## src/rtl/sens_trace_serializer_if.sv

```systemverilog
// sens_trace_serializer_if: sensor FIFO read handshake plus 16-bit valid/ready word stream
//   sens_drdy : request the next FIFO sample (serializer -> FIFO)
//   sens_dvld : FIFO data valid, one cycle (FIFO -> serializer)
//   sens_dout : FIFO data word, 128 bits (FIFO -> serializer)
//   word      : serialised 16-bit word (serializer -> consumer)
//   word_vld  : word is valid (serializer -> consumer)
//   word_rdy  : consumer accepts word (consumer -> serializer)
interface sens_trace_serializer_if;
  logic         sens_drdy;
  logic         sens_dvld;
  logic [127:0] sens_dout;
  logic [15:0]  word;
  logic         word_vld;
  logic         word_rdy;
  modport master (output sens_drdy, word, word_vld, input sens_dvld, sens_dout, word_rdy);
  modport slave  (input sens_drdy, word, word_vld, output sens_dvld, sens_dout, word_rdy);
endinterface

```

## src/rtl/sens_trace_serializer.sv

```systemverilog
// sens_trace_serializer: reads N_SAMPLES sensor samples from the FIFO and streams their SENSOR_WIDTH LSBs MSB-first as 16-bit words
//   clk_i, rst_n      : aes_clk and asynchronous active-low reset
//   start_i           : one-cycle pulse starting a readout (ignored unless idle)
//   bus (master)      : FIFO drdy/dvld/dout handshake and word/word_vld/word_rdy stream
//   busy_o, done_o    : readout in progress / one-cycle end-of-readout pulse
//   smp_cnt_o         : samples fully emitted in the current or last readout
//   timeout_err_o     : sticky, FIFO did not answer within TIMEOUT cycles
//   spur_err_o        : sticky, dvld arrived while not waiting for it
module sens_trace_serializer #(
  parameter int N_SAMPLES    = 128,
  parameter int SENSOR_WIDTH = 32,
  parameter int TIMEOUT      = 255
) (
  input  logic                           clk_i,
  input  logic                           rst_n,
  input  logic                           start_i,
  sens_trace_serializer_if.master        bus,
  output logic                           busy_o,
  output logic                           done_o,
  output logic [15:0]                    smp_cnt_o,
  output logic                           timeout_err_o,
  output logic                           spur_err_o
);
  localparam int WORDS = SENSOR_WIDTH / 16;
  localparam int WW    = WORDS > 1 ? $clog2(WORDS) : 1;
  typedef enum logic [2:0] {IDLE, REQ, WAIT, SHIFT, DONE} state_e;
  state_e                  state_q, state_d;
  logic [SENSOR_WIDTH-1:0] sh_q, sh_d;
  logic [WW-1:0]           wcnt_q, wcnt_d;
  logic [15:0]             scnt_q, scnt_d, tcnt_q, tcnt_d, smp_q, smp_d;
  logic                    tmo_q, tmo_d, spur_q, spur_d;
  logic                    busy_q, done_q, drdy_q, vld_q;
  logic                    unused_dout;
  // only the low SENSOR_WIDTH bits of the FIFO word carry sensor data
  assign unused_dout   = ^bus.sens_dout;
  assign bus.sens_drdy = drdy_q;
  assign bus.word_vld  = vld_q;
  assign bus.word      = sh_q[SENSOR_WIDTH-1 -: 16];
  assign busy_o        = busy_q;
  assign done_o        = done_q;
  assign smp_cnt_o     = smp_q;
  assign timeout_err_o = tmo_q;
  assign spur_err_o    = spur_q;
  always_comb begin
    state_d = state_q;
    sh_d    = sh_q;
    wcnt_d  = wcnt_q;
    scnt_d  = scnt_q;
    tcnt_d  = tcnt_q;
    smp_d   = smp_q;
    tmo_d   = tmo_q;
    spur_d  = spur_q | (bus.sens_dvld & (state_q != WAIT));
    case (state_q)
      IDLE: if (start_i) begin
        state_d = REQ;
        scnt_d  = '0;
        smp_d   = '0;
        tcnt_d  = '0;
        tmo_d   = 1'b0;
        spur_d  = bus.sens_dvld;
      end
      REQ: begin
        state_d = WAIT;
        tcnt_d  = '0;
      end
      WAIT: if (bus.sens_dvld) begin
        state_d = SHIFT;
        sh_d    = bus.sens_dout[SENSOR_WIDTH-1:0];
        wcnt_d  = '0;
      end else if (tcnt_q == 16'(TIMEOUT - 1)) begin
        state_d = DONE;
        tmo_d   = 1'b1;
      end else begin
        tcnt_d = tcnt_q + 16'd1;
      end
      SHIFT: if (bus.word_rdy) begin
        sh_d   = sh_q << 16;
        wcnt_d = wcnt_q + 1'b1;
        if (wcnt_q == WW'(WORDS - 1)) begin
          smp_d   = smp_q + 16'd1;
          state_d = scnt_q == 16'(N_SAMPLES - 1) ? DONE : REQ;
          scnt_d  = scnt_q == 16'(N_SAMPLES - 1) ? scnt_q : scnt_q + 16'd1;
        end
      end
      DONE:    state_d = IDLE;
      default: state_d = IDLE;
    endcase
  end
  // status outputs are flops loaded from the next state so no input reaches an output combinationally
  always_ff @(posedge clk_i or negedge rst_n)
    if (!rst_n) begin
      state_q <= IDLE;
      sh_q    <= '0;
      wcnt_q  <= '0;
      scnt_q  <= '0;
      tcnt_q  <= '0;
      smp_q   <= '0;
      tmo_q   <= 1'b0;
      spur_q  <= 1'b0;
      busy_q  <= 1'b0;
      done_q  <= 1'b0;
      drdy_q  <= 1'b0;
      vld_q   <= 1'b0;
    end else begin
      state_q <= state_d;
      sh_q    <= sh_d;
      wcnt_q  <= wcnt_d;
      scnt_q  <= scnt_d;
      tcnt_q  <= tcnt_d;
      smp_q   <= smp_d;
      tmo_q   <= tmo_d;
      spur_q  <= spur_d;
      busy_q  <= state_d != IDLE;
      done_q  <= state_d == DONE;
      drdy_q  <= state_d == REQ;
      vld_q   <= state_d == SHIFT;
    end
endmodule
```

## src/flat_wrapper.sv

```systemverilog
// flat-port wrapper written by rule: the top's interface ports become plain ports
module sens_trace_serializer_flat 
#(
  parameter int N_SAMPLES    = 128,
  parameter int SENSOR_WIDTH = 32,
  parameter int TIMEOUT      = 255
)
  (clk_i, rst_n, start_i, busy_o, done_o, smp_cnt_o, timeout_err_o, spur_err_o, bus_sens_drdy, bus_word, bus_word_vld, bus_sens_dvld, bus_sens_dout, bus_word_rdy);
  sens_trace_serializer_if bus_i ();
  input  logic clk_i;
  input  logic rst_n;
  input  logic start_i;
  output logic busy_o;
  output logic done_o;
  output logic [15:0] smp_cnt_o;
  output logic timeout_err_o;
  output logic spur_err_o;
  output wire logic [$bits(bus_i.sens_drdy)-1:0] bus_sens_drdy;
  output wire logic [$bits(bus_i.word)-1:0] bus_word;
  output wire logic [$bits(bus_i.word_vld)-1:0] bus_word_vld;
  input wire logic [$bits(bus_i.sens_dvld)-1:0] bus_sens_dvld;
  input wire logic [$bits(bus_i.sens_dout)-1:0] bus_sens_dout;
  input wire logic [$bits(bus_i.word_rdy)-1:0] bus_word_rdy;
  assign bus_sens_drdy = bus_i.sens_drdy;
  assign bus_word = bus_i.word;
  assign bus_word_vld = bus_i.word_vld;
  assign bus_i.sens_dvld = bus_sens_dvld;
  assign bus_i.sens_dout = bus_sens_dout;
  assign bus_i.word_rdy = bus_word_rdy;
  sens_trace_serializer #(.N_SAMPLES(N_SAMPLES), .SENSOR_WIDTH(SENSOR_WIDTH), .TIMEOUT(TIMEOUT)) u_core (.clk_i(clk_i), .rst_n(rst_n), .start_i(start_i), .bus(bus_i), .busy_o(busy_o), .done_o(done_o), .smp_cnt_o(smp_cnt_o), .timeout_err_o(timeout_err_o), .spur_err_o(spur_err_o));
endmodule
```

## config.mk

```make
export PLATFORM = sky130hd
export DESIGN_NAME = sens_trace_serializer_flat
export DESIGN_NICKNAME = d
export VERILOG_FILES = /design/src/rtl/sens_trace_serializer_if.sv /design/src/rtl/sens_trace_serializer.sv /design/src/flat_wrapper.sv
export SDC_FILE = /design/constraint.sdc
export NUM_CORES = 1
export LEC_CHECK = 0
export CAP_MARGIN = 5
export CORE_ASPECT_RATIO = 1.5
export CORE_MARGIN = 2
export CORE_UTILIZATION = 40
export DETAILED_ROUTE_END_ITERATION = 8
export PLACE_DENSITY = 0.77
export SLEW_MARGIN = 20
export SYNTH_ARGS = -nofsm -noshare
export SYNTH_HDL_FRONTEND = slang
export SYNTH_SLANG_ARGS = --single-unit
export TNS_END_PERCENT = 10
```

## constraint.sdc

```tcl
create_clock -name clk_i -period 2.1 [get_ports clk_i]
set_input_delay 0.525 -clock clk_i [delete_from_list [all_inputs] [get_ports clk_i]]
set_output_delay 0.525 -clock clk_i [all_outputs]
set_load 0.05 [all_outputs]
```

==> impl_metrics.env, run 1 <==
export IMPL_status="finished clean"
export IMPL_synth_top_family_by_area="simple AND/OR/NAND/NOR gates"
export IMPL_clkSlewWorstSetupHoldPaths_ps=70
export IMPL_boundaryPins=171
export IMPL_area_delta_synth_final_pct=34.19
export IMPL_ys_ff_latch=90
export IMPL_maxSlewHeadroom_pct=64.42
export IMPL_hold_viol=0
export IMPL_worstRegToRegCells=5
export IMPL_powerDensity_nw_per_um2=1257
export IMPL_die_h_um=134.5
export IMPL_final_max_slew_viol_count=0
export IMPL_hold_path_class="in2async"
export IMPL_worst_clock_skew_ps=4.585
export IMPL_hpwl_mm=8.064
export IMPL_design_area_um2=6095
export IMPL_grt_setup_unrepaired="yes"
export IMPL_via_count=3860
export IMPL_instances_no_fill=703
export IMPL_yosysWarnings=0
export IMPL_synthArstFlopShare_pct=100.0
export IMPL_synth_area_um2=4542
export IMPL_cap_violations=0
export IMPL_final_common_cell="dfrtp_1"
export IMPL_drc_errors=0
export IMPL_p_int_w=0.004578
export IMPL_fmax_mhz=477.1
export IMPL_yosysSeqAreaShare_pct=49.59
export IMPL_synth_xor_area_share_pct=4.628
export IMPL_synth_main_ff_cell="dfrtp_1"
export IMPL_synthAdderAreaFrac_pct=1.102
export IMPL_synth_compound_area_share_pct=14.13
export IMPL_die_w_um=91.01
export IMPL_wirelength_mm=11.36
export IMPL_critPathKind="reg2reg"
export IMPL_swShare_pct=40.25
export IMPL_avgViaCountPerCell=5.491
export IMPL_core_um2=11060
export IMPL_numPlacedInstances=684
export IMPL_crit_fanout=13
export IMPL_start_util_pct=41.08
export IMPL_setup_slack_ps=3.881
export IMPL_ant_nets=0
export IMPL_setup_viol=0
export IMPL_die_area_um2=12240
export IMPL_cts_path_max_buffers=2
export IMPL_final_cell_mix="dfrtp_1 (88), buf_4 (65), clkdlybuf4s50_1 (56)"
export IMPL_clock_power_share_pct=21.6
export IMPL_gp_congestion=0.8133
export IMPL_gr_total_overflow=0
export IMPL_clock_latency_ps=340
export IMPL_post_place_ws_ps=-608.2
export IMPL_cts_max_level=3
export IMPL_start_kind="flip-flop"
export IMPL_placed_area_um2=5731
export IMPL_yosys_area_share_simple_pct=20.63
export IMPL_antenna_found_initial=0
export IMPL_synth_mux_area_share_pct=4.876
export IMPL_synth_edff_count=0
export IMPL_period_minus_slack_ps=2096
export IMPL_wl_per_cell_um=16.15
export IMPL_layout_drive_gt1_share_pct=21.22
export IMPL_cp_end_kind="flip-flop"
export IMPL_synth_top_area_cell="dfrtp_1"
export IMPL_cp_required_ps=2330
export IMPL_diodes=0
export IMPL_synthCells=441
export IMPL_drt_pass1_iter_count=4
export IMPL_fin_nets=688
export IMPL_dr_first_iter_drc_count=234
export IMPL_portBuffers=74
export IMPL_grt_pass1_wl_mm=18.83
export IMPL_p_comb_share_pct=44.5
export IMPL_syn_area_per_cell_um2=10.30
export IMPL_clock_sinks=90
export IMPL_p_leak_nw=2.820
export IMPL_cts_buffers=9
export IMPL_synth_top_area_share_pct=49.59
export IMPL_grt_pass1_vias=4010
export IMPL_ir_worst_vdd_mv=0.6108
export IMPL_synth_fp_nets=578
export IMPL_grt_max_degree=50
export IMPL_power_switching_w=0.003084
export IMPL_yosysUniqueCellTypes=49
export IMPL_seqPwrFrac_pct=33.9
export IMPL_ys_top_cells_by_area="dfrtp_1 (50%), mux2i_1 (4.6%), nand2_1 (4.2%), xor2_1 (3.7%), a22o_1 (3.3%)"
export IMPL_arrival_ps=2330
export IMPL_tightest_slew_ps=532.0
export IMPL_timing_final_crit_share_pct=99.82
export IMPL_grt_util_all_layers_pct=18.95
export IMPL_power_w=0.007662
export IMPL_clockRootBuffer="clkbuf_16"
export IMPL_cts_tree="built"
export IMPL_rows=47
==> Yosys cell counts, types with 2 or more instances <==
master	instances
a2111oi_4	3
a21oi_1	14
a22o_1	17
a31o_2	5
a31oi_1	2
and2_1	5
and3_1	10
and4_1	6
buf_1	3
buf_2	6
buf_4	16
clkbuf_1	10
dfrtp_1	90
ha_1	4
inv_1	7
mux2i_1	21
nand2_1	51
nand3_1	11
nand3b_1	2
nand4_1	17
nor2_1	32
nor2b_1	3
nor3_1	2
nor3b_1	2
nor4_1	4
nor4b_1	2
o211ai_1	6
o21ai_0	27
o31ai_1	7
or2_2	4
or3_1	5
or4_1	8
xnor2_1	5
xor2_1	19
==> final timing paths <==
| check | startpoint | to | slack, ps |
|---|---|---|---|
| worst max-delay path | u_core.state_q[1] | u_core.scnt_q[13] | 4 |
| worst min-delay path | rst_n | u_core.sh_q[28] | 80 |
| worst max register to register | u_core.state_q[1] | u_core.scnt_q[13] | 4 |
| worst min register to register | u_core.sh_q[20] | u_core.sh_q[20] | 490 |
| max in group asynchronous | rst_n | u_core.smp_cnt_o[2] | 1390 |
| min in group clk_i | u_core.sh_q[20] | u_core.sh_q[20] | 490 |
==> layer usage <==
metal  vias up  track usage [%]  routed length [um]
li1       1805                -                   -
met1      1895            22.64                4611
met2       130            33.33                5940
met3        30            3.069                 507
met4         0            8.838                 296
met5         -                0                   0
==> through the flow <==
step           hold slack, ps  setup TNS, ps  utilization (%)
2_1_floorplan           229.4         -121.3                -
3_3_place_gp            443.6         -19100            51.83
3_5_place_dp            449.4         -22520            51.83
4_1_cts                 76.76              0            54.81
5_1_grt                 91.83         -415.9            55.13
6_report                76.65              0            55.13
==> what timing repair did <==
item | CTS | global route
buffers inserted | 2 | 1
hold buffers | 0 | 0
endpoints found under the setup margin | 46 | 27
gates resized for setup | 12 | 10
pin swaps | 2 | 3
==> cell type report <==
cell class,instances,area [um^2]
inverters,8,32.53
repair buffers,134,1210
multi-input cells,308,2111
clock inverters,7,77.57
flip-flops and latches,90,2255
fillers,974,4961
clock buffers,9,225.2
well taps,147,183.9
==> state kept, by name, indices dropped and copies added (netlist names) <==
register	cells
u_core.scnt_q	16
u_core.state_q	3
u_core.wcnt_q	1
u_core.spur_err_o	1
u_core.smp_cnt_o	16
u_core.bus.sens_drdy	1
u_core.tcnt_q	16
u_core.done_o	1
u_core.busy_o	1
u_core.timeout_err_o	1
u_core.bus.word_vld	1
u_core.sh_q	32
==> power groups by stage <==
stage / Combinational [W] / Clock, W / Sequential (W)
global route: 0.00365 / 0.00176 / 0.00266
detailed placement: 0.00334 / 0 / 0.00261
floorplan: 0.00205 / 0 / 0.00274
finish: 0.00341 / 0.00165 / 0.00260
CTS: 0.00339 / 0.00168 / 0.00259
global placement: 0.00324 / 0 / 0.00257
==> cells by family after synthesis <==
kind of cell / count (synthesis)
muxes: 22
xor gates and xnor gates: 24
DFF: 90
buffers and inverters: 43
adders and majority gates: 4
AOI/OAI and AO/OA: 86
and+or+nand+nor: 172
==> worst max-delay path, cell delays in order (launching register included) <==
cell	delay [ps]
dfrtp_2	500
mux2i_1	170
o31a_1	280
a31o_2	250
or4_4	510
mux2_2	280
No activity file was read; power rests on OpenSTA's default activity.
==> inputs of run 2 (changes only) <==
--- a/config.mk
+++ b/config.mk
@@ -7,10 +7,9 @@
 export LEC_CHECK = 0
 export CAP_MARGIN = 5
 export CORE_ASPECT_RATIO = 1.5
-export CORE_MARGIN = 2
 export CORE_UTILIZATION = 40
 export DETAILED_ROUTE_END_ITERATION = 8
-export PLACE_DENSITY = 0.77
+export PLACE_DENSITY = 0.87
 export SLEW_MARGIN = 20
 export SYNTH_ARGS = -nofsm -noshare
 export SYNTH_HDL_FRONTEND = slang
==> run 2 against run 1 <==
The run now ends with negative setup slack left. Combinational power increased by 6.5%. Die area down 3.7%. Sequential power is essentially flat. Clock power is 8% lower. Largest power group unchanged.
==> impl_metrics.env, run 2 (synthesized netlist as in run 1, its figures left out) <==
export IMPL_portBuffers=74
export IMPL_cts_buffers=9
export IMPL_final_max_slew_viol_count=0
export IMPL_p_leak_nw=2.842
export IMPL_grt_max_degree=48
export IMPL_p_int_w=0.004585
export IMPL_worst_clock_skew_ps=10.47
export IMPL_largest_register_ffs=32
export IMPL_grt_setup_unrepaired="yes"
export IMPL_swShare_pct=40.53
export IMPL_crit_fanout=2
export IMPL_ir_worst_vdd_mv=0.5579
export IMPL_drt_pass1_iter_count=5
export IMPL_maxSlewHeadroom_pct=65.17
export IMPL_start_kind="flip-flop"
export IMPL_rows=47
export IMPL_layout_drive_gt1_share_pct=24.78
export IMPL_powerDensity_nw_per_um2=1245
export IMPL_area_delta_synth_final_pct=36.34
export IMPL_via_count=4011
export IMPL_violations="negative setup slack"
export IMPL_hpwl_mm=8.235
export IMPL_cp_end_kind="flip-flop"
export IMPL_grt_pass1_wl_mm=18.65
export IMPL_boundaryPins=171
export IMPL_cts_path_max_buffers=2
export IMPL_clock_latency_ps=350
export IMPL_gr_total_overflow=0
export IMPL_hold_path_class="in2async"
export IMPL_antenna_found_initial=0
export IMPL_seqPwrFrac_pct=33.4
export IMPL_design_area_um2=6192
export IMPL_clock_power_share_pct=19.6
export IMPL_power_switching_w=0.003125
export IMPL_clkSlewWorstSetupHoldPaths_ps=60
export IMPL_clock_sinks=90
export IMPL_die_h_um=132.5
export IMPL_tightest_slew_ps=520.8
export IMPL_diodes=0
export IMPL_clockRootBuffer="clkbuf_16"
export IMPL_avgViaCountPerCell=5.602
export IMPL_gp_congestion=0.8835
export IMPL_critPathKind="reg2reg"
export IMPL_final_cell_mix="dfrtp_1 (88), buf_4 (79), clkdlybuf4s50_1 (56)"
export IMPL_die_w_um=89.01
export IMPL_top_register="u_core.sh_q"
export IMPL_cap_violations=0
export IMPL_grt_util_all_layers_pct=20.31
export IMPL_placed_area_um2=5746
export IMPL_cts_tree="built"
export IMPL_ant_nets=0
export IMPL_die_area_um2=11790
export IMPL_period_minus_slack_ps=2135
export IMPL_timing_final_crit_share_pct=101.6
export IMPL_dr_first_iter_drc_count=264
export IMPL_fin_nets=701
export IMPL_hold_viol=0
export IMPL_cts_max_level=3
export IMPL_wl_per_cell_um=16.91
export IMPL_cp_required_ps=2330
export IMPL_core_um2=11060
export IMPL_wirelength_mm=12.11
export IMPL_drc_errors=0
export IMPL_fmax_mhz=468.5
export IMPL_post_place_ws_ps=-558.5
export IMPL_arrival_ps=2370
export IMPL_p_comb_share_pct=47.1
export IMPL_status="complete, but fails checks"
export IMPL_start_util_pct=41.08
export IMPL_final_common_cell="dfrtp_1"
export IMPL_grt_pass1_vias=4134
export IMPL_setup_viol=2
export IMPL_setup_slack_ps=-34.58
==> run 2: cell types whose count changed in the layout (fill, tap and decap cells not counted), moves of 2 or more <==
cell and delta:
o31ai_2 +2, buf_4 +14, o31ai_1 -2, dlymetal6s2s_1 -2
buf_6 +3, dlygate4sd2_1 -2, clkinv_2 +2
==> run 2: path summary, 6_finish.rpt <==
path	from	to	slack, ps	cells after the start
max	u_core.scnt_q[0]	u_core.scnt_q[13]	-30	6
min	rst_n	u_core.sh_q[22]	100	1
max reg2reg	u_core.scnt_q[0]	u_core.scnt_q[13]	-30	6
min reg2reg	u_core.timeout_err_o	u_core.timeout_err_o	480	2
max in group asynchronous	rst_n	u_core.sh_q[15]	1410	2
min in group clk_i	u_core.timeout_err_o	u_core.timeout_err_o	480	2
==> run 2: what timing repair did <==
item,in CTS,in global routing
hold buffers,0,0
buffers inserted,9,1
endpoints found under the setup margin,39,22
gates resized for setup,10,19
cloned,0,0
pin swaps,3,7
==> run 2: metal layers <==
metal	vias up	track usage [%]	wire [um]
li1	1825	-	-
met1	1984	21.97	4620
met2	168	35.81	6365
met3	34	4.741	804
met4	0	10.67	314
met5	-	0	0
==> run 2: power by group through the flow <==
| stage | combinational [W] | sequential, W | clock [W] |
|---|---|---|---|
| 2_1_floorplan | 0.00205 | 0.00274 | 0 |
| 3_3_place_gp | 0.00326 | 0.00256 | 0 |
| 3_5_place_dp | 0.00338 | 0.00259 | 0 |
| 4_1_cts | 0.00351 | 0.00256 | 0.00152 |
| 5_1_grt | 0.00387 | 0.00263 | 0.00159 |
| 6_report | 0.00363 | 0.00257 | 0.00151 |
==> run 2: worst max-delay path: stages (launching register included) <==
cell and delay, ps:
dfrtp_1 390, ha_2 200, and2_1 180, and3_4 160, a31o_2 270, or4_4 520
mux2_2 300
==> run 2: through the flow <==
step	cells	TNS (ps)	utilization, %	hold slack (ps)	total power [W]
2_1_floorplan	441	-121.3	-	229.4	0.004792
3_3_place_gp	690	-17100	51.97	460.9	0.005814
3_5_place_dp	690	-19650	51.97	463.5	0.005974
4_1_cts	715	-10.48	55.22	103.6	0.007592
5_1_grt	716	-486.2	56.01	126.1	0.008092
6_report	716	-68.38	56.01	98.06	0.007709
==> run 2: area by class of cell <==
type / instances / area, um^2
tap: 147 / 183.9
clock buffer: 10 / 239.0
multi-input combinational: 308 / 2136
inverter: 8 / 32.53
timing repair buffer: 147 / 1306
clock inverter: 6 / 40.04
fill: 866 / 4863
sequential: 90 / 2255
==> inputs of run 3 (changes only) <==
--- a/config.mk
+++ b/config.mk
@@ -7,9 +7,9 @@
 export LEC_CHECK = 0
 export CAP_MARGIN = 5
 export CORE_ASPECT_RATIO = 1.5
-export CORE_UTILIZATION = 40
+export CORE_UTILIZATION = 45
 export DETAILED_ROUTE_END_ITERATION = 8
-export PLACE_DENSITY = 0.87
+export PLACE_DENSITY = 0.91
 export SLEW_MARGIN = 20
 export SYNTH_ARGS = -nofsm -noshare
 export SYNTH_HDL_FRONTEND = slang
==> constraint.sdc (replaced) <==
create_clock -name clk_i -period 2.22 [get_ports clk_i]
set_input_delay 0.555 -clock clk_i [delete_from_list [all_inputs] [get_ports clk_i]]
set_output_delay 0.555 -clock clk_i [all_outputs]
set_load 0.05 [all_outputs]
==> run 3 against run 2 <==
The run ends with design-rule violations left. Register-to-register slack improved by 80 ps. Total power decreased by 2.1%. Largest power group unchanged. Sequential cell count unchanged. Final cell count decreased by 8.0%. Clock skew decreased by 2.0 ps.
==> impl_metrics.env, run 3 (synthesized netlist as in run 1, its figures left out) <==
export IMPL_gr_total_overflow=0
export IMPL_clock_latency_ps=340
export IMPL_cts_hold_buffers=0
export IMPL_clockRootBuffer="clkbuf_16"
export IMPL_p_leak_nw=2.726
export IMPL_cap_violations=0
export IMPL_drt_pass1_iter_count=7
export IMPL_grtUsageMet2_pct=42.33
export IMPL_slowest_delay_ps=440
export IMPL_avgViaCountPerCell=5.888
export IMPL_worst_clock_skew_ps=8.445
export IMPL_top_usage_layer="met2"
export IMPL_clkSlewWorstSetupHoldPaths_ps=60
export IMPL_period_minus_slack_ps=2176
export IMPL_final_cell_mix="dfrtp_1 (87), clkdlybuf4s50_1 (69), nand2_1 (51)"
export IMPL_boundaryPins=171
export IMPL_violations="design-rule violations"
export IMPL_cp_top_family="simple AND/OR/NAND/NOR gates"
export IMPL_cp_slowest_cell="dfrtp_2"
export IMPL_die_h_um=125.0
export IMPL_largest_register_ffs=32
export IMPL_nFillCells=734
export IMPL_wirelength_mm=11.65
export IMPL_hold_path_class="in2async"
export IMPL_instances_no_fill=659
export IMPL_crit_fanout=10
export IMPL_grt_use_met1_pct=24.97
export IMPL_grt_pass1_wl_mm=19.10
export IMPL_diodes=0
export IMPL_critPathKind="reg2reg"
export IMPL_arrival_ps=2400
export IMPL_cts_tree="built"
export IMPL_antenna_found_initial=0
export IMPL_setup_viol=0
export IMPL_cp_buffers_inverters=2
export IMPL_drc_errors=23
export IMPL_core_um2=9744
export IMPL_cts_buffers=9
export IMPL_die_w_um=84.03
export IMPL_timing_final_crit_share_pct=98.01
export IMPL_grt_pass1_vias=4076
export IMPL_maxSlewHeadroom_pct=65.36
export IMPL_cts_max_level=3
export IMPL_clock_sinks=90
export IMPL_layout_drive_gt1_share_pct=17.83
export IMPL_tightest_slew_ps=517.9
export IMPL_final_max_slew_viol_count=0
export IMPL_numPlacedInstances=640
export IMPL_fmax_mhz=459.6
export IMPL_cp_end_kind="flip-flop"
export IMPL_status="complete, but fails checks"
export IMPL_ant_nets=0
export IMPL_start_kind="flip-flop"
export IMPL_final_common_cell="dfrtp_1"
export IMPL_cts_path_max_buffers=2
export IMPL_via_count=3880
export IMPL_cp_required_ps=2450
export IMPL_top_register="u_core.sh_q"
export IMPL_wl_per_cell_um=17.68
export IMPL_post_route_util_pct=62.11
export IMPL_gp_congestion=0.8542
export IMPL_grt_max_degree=91
export IMPL_portBuffers=74
export IMPL_area_delta_synth_final_pct=33.25
export IMPL_powerDensity_nw_per_um2=1247
export IMPL_fin_nets=676
export IMPL_start_util_pct=46.61
export IMPL_ir_worst_vdd_mv=0.6011
export IMPL_hpwl_mm=8.045
export IMPL_hold_viol=0
export IMPL_path_cells="inv_1 -> ha_1 -> and4bb_2 -> nand4_4 -> a21boi_4 -> inv_2 -> or4_1 -> mux2_2"
export IMPL_grt_util_all_layers_pct=22.68
export IMPL_die_area_um2=10510
export IMPL_rows=44
export IMPL_met3_usage_pct=5.017
export IMPL_dr_first_iter_drc_count=414
export IMPL_grt_setup_unrepaired="yes"
-- run 3: changes by cell type in the layout (fill, tap and decap cells not counted), sizes merged --
cell / change
buf: -37
clkdlybuf4s50: +13
bufinv: +4
clkinv: -3
clkinvlp: -1
dlygate4sd2: -1
-- run 3: worst reg2reg max path, stage by stage, from the launching register on --
cell,delay [ps]
dfrtp_2,440
inv_1,70
ha_1,130
and4bb_2,300
nand4_4,130
a21boi_4,190
inv_2,110
or4_1,420
mux2_2,290
-- run 3: area by class of cell --
class	count	area, um^2	share of cell area, %
repair buffers	122	1126	18.61
clock inverters	6	136.4	2.253
clock buffers	10	239.0	3.949
well taps	115	143.9	2.378
flip-flops and latches	90	2256	37.28
inverters	8	30.03	0.4962
multi-input cells	308	2121	35.04
-- run 3: timing repair --
item,in CTS,in global routing
gates resized for setup,9,8
buffers inserted,2,1
setup endpoints to repair,28,9
pin swaps,0,1
-- run 3: where the power goes --
group	leakage, nW	switching (W)	internal (W)
sequential	1.19	0.000391	0.00211
clock	0.185	0.000626	0.00125
combinational	1.35	0.00191	0.00127
total	2.73	0.00292	0.00463
-- run 3: metrics by stage --
| stage | hold WS, ps | TNS (ps) | setup WS, ps | cell area [um^2] | total power (W) |
|---|---|---|---|---|---|
| after global placement | 462.7 | -13410 | -417.5 | 5608 | 0.005391 |
| after global routing | 298.9 | -13.24 | -13.24 | 6052 | 0.007883 |
| after CTS | 278.4 | 0 | 15.24 | 6013 | 0.007531 |
| after detailed placement | 464.6 | -15780 | -513.5 | 5608 | 0.005562 |
| after floorplan | 259.4 | -18.20 | -9.112 | 4544 | 0.004518 |
| final | 259.1 | 0 | 44.25 | 6052 | 0.007549 |
-- run 3: routing by layer --
metal,vias up,share of wire [%]
li1,1783,-
met1,1931,39
met3,20,5.2
met5,-,0
met2,146,54
met4,0,1.7
-- run 3: final timing paths --
kind	startpoint	endpoint	slack (ps)	cells after the start
setup / recovery	u_core.tcnt_q[0]	u_core.scnt_q[13]	40	8
hold / removal	rst_n	u_core.scnt_q[0]	260	2
setup reg to reg	u_core.tcnt_q[0]	u_core.scnt_q[13]	40	8
hold reg to reg	u_core.timeout_err_o	u_core.timeout_err_o	480	2
max in group asynchronous	rst_n	u_core.state_q[1]	1580	2
min in group clk_i	u_core.timeout_err_o	u_core.timeout_err_o	480	2
